### src/rtl/sccb_master.sv
// rtl/sccb_master.sv - parametrised SCCB/I2C master, 3-phase write and 2-phase read
// Drives open-drain enables only; the pad buffers live in the top level.
module sccb_master #(
   parameter int         CLK_DIV        = 250,
   parameter logic [7:0] DEV_ADDR       = 8'h42,
   parameter int         REG_ADDR_BYTES = 1,
   parameter bit         ACK_CHECK      = 1'b1
) (
   input  logic                        clk,
   input  logic                        reset,
   input  logic                        start_i,
   input  logic                        rw_i,
   input  logic [8*REG_ADDR_BYTES-1:0] reg_addr_i,
   input  logic [7:0]                  wdata_i,
   output logic                        ready_o,
   output logic                        done_o,
   output logic                        nack_o,
   output logic [7:0]                  rdata_o,
   output logic                        scl_oe_o,
   output logic                        sda_oe_o,
   input  logic                        sda_i
);
   localparam int            QW        = (CLK_DIV > 1) ? $clog2(CLK_DIV) : 1;
   localparam logic [QW-1:0] QLAST     = QW'(CLK_DIV - 1);
   localparam logic [2:0]    ADDR_LAST = 3'(REG_ADDR_BYTES);

   typedef enum logic [2:0] {S_IDLE, S_START, S_BIT, S_STOP, S_GAP, S_DONE} state_t;

   state_t                      state;
   logic [QW-1:0]               qcnt;
   logic [1:0]                  qtr;
   logic [3:0]                  bit_cnt;
   logic [2:0]                  byte_idx;
   logic                        phase2;
   logic                        rw;
   logic [8*REG_ADDR_BYTES-1:0] reg_addr;
   logic [7:0]                  wdata;
   logic [7:0]                  tx_byte;
   logic [7:0]                  rx_shift;

   logic       busy;
   logic       qtick;
   logic       rx_byte;
   logic [2:0] last_idx;

   assign busy     = (state != S_IDLE) && (state != S_DONE);
   assign qtick    = busy && (qcnt == QLAST);
   assign rx_byte  = phase2 && (byte_idx == 3'd1);
   assign last_idx = phase2 ? 3'd1 : (rw ? ADDR_LAST : ADDR_LAST + 3'd1);

   // The received byte is "sent" as all ones so SDA stays released for every bit.
   function automatic logic [7:0] byte_at(input logic [2:0] idx);
      if (phase2)
         return 8'hFF;
      if (idx > ADDR_LAST)
         return wdata;
      if (REG_ADDR_BYTES == 2 && idx == 3'd1)
         return reg_addr[8*REG_ADDR_BYTES-1 -: 8];
      return reg_addr[7:0];
   endfunction

   // Each qtick ends the current quarter; the OEs assigned there belong to the next one.
   always_ff @(posedge clk) begin
      if (reset) begin
         state    <= S_IDLE;
         qcnt     <= '0;
         qtr      <= '0;
         bit_cnt  <= '0;
         byte_idx <= '0;
         phase2   <= 1'b0;
         rw       <= 1'b0;
         reg_addr <= '0;
         wdata    <= '0;
         tx_byte  <= '0;
         rx_shift <= '0;
         ready_o  <= 1'b1;
         done_o   <= 1'b0;
         nack_o   <= 1'b0;
         rdata_o  <= '0;
         scl_oe_o <= 1'b0;
         sda_oe_o <= 1'b0;
      end else begin
         done_o <= 1'b0;
         qcnt   <= (qtick || !busy) ? '0 : qcnt + QW'(1);
         case (state)
            S_IDLE: begin
               if (start_i) begin
                  rw       <= rw_i;
                  reg_addr <= reg_addr_i;
                  wdata    <= wdata_i;
                  nack_o   <= 1'b0;
                  tx_byte  <= DEV_ADDR;
                  byte_idx <= '0;
                  bit_cnt  <= '0;
                  phase2   <= 1'b0;
                  qtr      <= '0;
                  ready_o  <= 1'b0;
                  scl_oe_o <= 1'b0;
                  sda_oe_o <= 1'b1;
                  state    <= S_START;
               end
            end
            S_DONE: state <= S_IDLE;
            default: begin
               if (qtick) begin
                  qtr <= qtr + 2'd1;
                  case (state)
                     S_START: begin
                        if (qtr == 2'd1) begin
                           qtr      <= '0;
                           bit_cnt  <= '0;
                           scl_oe_o <= 1'b1;
                           state    <= S_BIT;
                        end
                     end
                     S_BIT: begin
                        if (qtr == 2'd0) begin
                           sda_oe_o <= (bit_cnt == 4'd8) ? 1'b0 : ~tx_byte[7];
                        end else if (qtr == 2'd1) begin
                           scl_oe_o <= 1'b0;
                        end else if (qtr == 2'd3) begin
                           scl_oe_o <= 1'b1;
                           if (bit_cnt != 4'd8) begin
                              rx_shift <= {rx_shift[6:0], sda_i};
                              tx_byte  <= {tx_byte[6:0], 1'b1};
                              bit_cnt  <= bit_cnt + 4'd1;
                           end else begin
                              bit_cnt <= '0;
                              if (ACK_CHECK && sda_i && !rx_byte) begin
                                 nack_o <= 1'b1;
                                 state  <= S_STOP;
                              end else if (byte_idx == last_idx) begin
                                 state <= S_STOP;
                              end else begin
                                 byte_idx <= byte_idx + 3'd1;
                                 tx_byte  <= byte_at(byte_idx + 3'd1);
                              end
                           end
                        end
                     end
                     S_STOP: begin
                        if (qtr == 2'd0) begin
                           sda_oe_o <= 1'b1;
                        end else if (qtr == 2'd1) begin
                           scl_oe_o <= 1'b0;
                        end else if (qtr == 2'd2) begin
                           sda_oe_o <= 1'b0;
                        end else if (rw && !phase2 && !nack_o) begin
                           state <= S_GAP;
                        end else begin
                           done_o  <= 1'b1;
                           ready_o <= 1'b1;
                           if (rw && !nack_o)
                              rdata_o <= rx_shift;
                           state <= S_DONE;
                        end
                     end
                     S_GAP: begin
                        if (qtr == 2'd3) begin
                           phase2   <= 1'b1;
                           byte_idx <= '0;
                           tx_byte  <= DEV_ADDR | 8'h01;
                           sda_oe_o <= 1'b1;
                           state    <= S_START;
                        end
                     end
                     default: state <= S_IDLE;
                  endcase
               end
            end
         endcase
      end
   end
endmodule

### config.mk
export PLATFORM = sky130hd
export DESIGN_NAME = sccb_master
export DESIGN_NICKNAME = d
export VERILOG_FILES = /design/src/rtl/sccb_master.sv
export SDC_FILE = /design/constraint.sdc
export NUM_CORES = 1
export LEC_CHECK = 0
export ABC_AREA = 1
export CAP_MARGIN = 20
export CORE_MARGIN = 2
export CORE_UTILIZATION = 25
export DETAILED_ROUTE_END_ITERATION = 10
export SLEW_MARGIN = 20
export SYNTH_ARGS = -nofsm -noshare
export SYNTH_HDL_FRONTEND = slang
export SYNTH_SLANG_ARGS = --single-unit
### constraint.sdc
create_clock -name clk -period 2.31 [get_ports clk]
set_input_delay 0.462 -clock clk [delete_from_list [all_inputs] [get_ports clk]]
set_output_delay 0.462 -clock clk [all_outputs]
set_load 0.02 [all_outputs]
==> metrics.txt, run 1 <==
status finished clean; Post-Synthesis Mean Instance Area 6.80 um2; Post-Synthesis Cell Area 3290 um2; synth unique cells 29; Arr. time, crit path 2.23 ns; clock slew at reported path FFs 0.05 ns; nets@finish 552; row count 41; hold crit path type reg -> reg; post-route minimum period 2.02 ns; CTS tree yes; Clk Latency, worst-skew pair 0.33 ns; number of nets with antenna violations after routing 0; final hold violations 0; CP startpoint kind flip-flop; Routed WL per cell 11.9 um; Port Buffers 33; Fmax 0.495 GHz; CP Max Fanout 9; vias per inst 4.50; cts bufs inserted 9; Setup crit end tx_byte[0]$_SDFFE_PP0P_; grt total ovfl 0; Critical R2R Launch byte_idx[0]$_SDFFE_PP0P_; final wirelength 8330 um; IO Count 34; Root Driver clkbuf_16; layout cell share with drive strength beyond 1 9.64%; drt drc 0; pin count of the biggest net entering global routing 27; area grow syn2layout 27.5%; Yosys Warn Count 0; Total Power 4570 uW; 1st-iter DRT viols 271; sequential fraction of the synthesis area 40.8%; # Max-Cap Violations 0; initial antenna violation count 0; PD cells 1090 nW/um2; Diodes inserted 0; Critical Path Source byte_idx[0]$_SDFFE_PP0P_; fin cells 701; Layout Utilization 33.0%; Worst Skew 0.00605 ns; Core ar. 12700 um2; Reg2Reg Depth 12; router iterations before antenna repair 5; Total Routing Usage GR 12.2%; RSZ-0062 raised after global routing false; Initial Utilization 25.9%; die area 14100 um2; Final Wtd Congestion 0.933; vias in the first global route 2968; CTS Hold Bufs 0; leakage power 0.00171 uW; hpwl dp 5950 um; # setup viols final 0; Vias 3151; global-route wire length before repair 13900 um; syn nets 512; Crit. End Element flip-flop; most frequent cells in the layout nand2_1, dfxtp_1, inv_1; Reg2Reg Setup Slack 0.29 ns; Longest Clk Path Bufs 2; Setup CP Type reg -> reg; worst-margin pin slew 0.525 ns; Fillers 1414; worst vdd ir 449 uV; Tcrit/Tclk final 87.4%; number of synthesized register bits 67; worst path required time 2.52 ns; Total Neg Setup Slack 0 ns; R2R Path End tx_byte[0]$_SDFFE_PP0P_; hold slack 0.439 ns; Sinks on Clock Net 67; Die Height 119 um; Post-Place Cells 685; Mapped Cells 484; H-tree levels 3; most common library cell in the layout ignoring fill and taps nand2_1; Max Slew Vio Count 0; worst relative slew slack 64.9%; Die Width 119 um
[state kept, by name, summed over array words and instances (netlist names)]
signal / cells
bit_cnt: 4
byte_idx: 3
done_o: 1
nack_o: 1
phase2: 1
qcnt: 8
qtr: 2
rdata_o: 8
ready_o: 1
reg_addr: 8
rw: 1
rx_shift: 8
scl_oe_o: 1
sda_oe_o: 1
state: 3
tx_byte: 8
wdata: 8
[cells in the mapped netlist (all sizes together)]
master / number / share of area (%)
a211oi: 2 / 0.46
a21oi: 51 / 7.8
a31oi: 1 / 0.19
buf: 5 / 1.0
clkbuf: 11 / 1.3
dfxtp: 67 / 41
ha: 7 / 2.7
inv: 60 / 6.8
nand2: 118 / 14
nand3: 53 / 8.1
nand4: 4 / 0.95
nor2: 51 / 6.3
nor3: 5 / 1.1
nor3b: 2 / 0.46
nor4: 2 / 0.38
o211ai: 3 / 0.68
o21ai: 33 / 5.0
or2: 6 / 1.1
xnor2: 1 / 0.27
xor2: 2 / 0.53
[metrics by stage]
| step | area (um2) | setup slack (ns) |
|---|---|---|
| after floorplan | 3290 | 0.583 |
| after global placement | 3850 | 0.233 |
| after detailed placement | 3850 | 0.204 |
| after CTS | 4190 | 0.102 |
| after global routing | 4200 | 0.0628 |
| final | 4200 | 0.291 |
[cell type report]
type | count | area [um2] | share of cell area, %
clock inverter | 3 | 68.8 | 1.64
sequential | 67 | 1340 | 32.0
tap | 172 | 215 | 5.13
multi-input combinational | 341 | 1650 | 39.4
timing repair buffer | 45 | 420 | 10.0
inverter | 60 | 225 | 5.37
clock buffer | 13 | 270 | 6.44
[worst max-delay path, stage by stage (launching register included)]
cell and delay, ns:
dfxtp_1 0.44, inv_1 0.11, ha_1 0.30, inv_1 0.07
nand2_1 0.05, nand2_1 0.22, nand2_2 0.19, inv_1 0.14
nor2_1 0.04, o21ai_0 0.16, nand2_1 0.06, o21ai_0 0.08
nor2_1 0.05
[routing by layer]
| layer | track usage [%] | vias up | routed length (um) |
|---|---|---|---|
| met5 | 0 | - | 0 |
| met4 | 4.54 | 0 | 135 |
| met3 | 3.86 | 10 | 437 |
| met2 | 19.8 | 77 | 3770 |
| met1 | 15.1 | 1421 | 3980 |
| li1 | - | 1643 | - |
[cell families after synthesis]
logic type               count (synthesis)  share of synthesized area [%]
adder cells (fa/ha/maj)                  7                           2.66
XOR/XNOR                                 3                          0.799
buffers and inverters                   76                           9.13
AND/OR/NAND/NOR                        241                           32.5
flip-flops                              67                           40.8
AO/OA/AOI/OAI                           90                           14.1
[power by group]
part | internal (uW) | switching (uW)
clock | 1040 | 505
sequential | 1350 | 146
combinational | 502 | 1030
[timing repair]
item                       in CTS  in global routing
hold endpoints to repair        0                  0
setup endpoints to repair       0                  4
setup buffers                   0                  0
gates resized for setup         0                  2
[worst min-delay path by stage]
stage                                         from                        to  slack, ns  cells past startpoint
after floorplan           reg_addr[1]$_SDFFE_PP0P_  reg_addr[1]$_SDFFE_PP0P_       0.43                      2
after global placement     rdata_o[6]$_SDFFE_PP0P_   rdata_o[6]$_SDFFE_PP0P_       0.43                      2
after detailed placement   rdata_o[5]$_SDFFE_PP0P_   rdata_o[5]$_SDFFE_PP0P_       0.43                      2
after CTS                  rdata_o[5]$_SDFFE_PP0P_   rdata_o[5]$_SDFFE_PP0P_       0.44                      2
after global routing       rdata_o[5]$_SDFFE_PP0P_   rdata_o[5]$_SDFFE_PP0P_       0.47                      2
final                      rdata_o[5]$_SDFFE_PP0P_   rdata_o[5]$_SDFFE_PP0P_       0.44                      2
Power figures use the tool's default switching activity.
==> inputs of run 2 (changes only) <==
--- a/config.mk
+++ b/config.mk
@@ -6,7 +6,7 @@
 export NUM_CORES = 1
 export LEC_CHECK = 0
 export ABC_AREA = 1
-export CAP_MARGIN = 20
+export CAP_MARGIN = 40
 export CORE_MARGIN = 2
 export CORE_UTILIZATION = 25
 export DETAILED_ROUTE_END_ITERATION = 10
==> results of run 2 <==
Same layout as run 1: the final DEF is identical, and so are final timing and power.
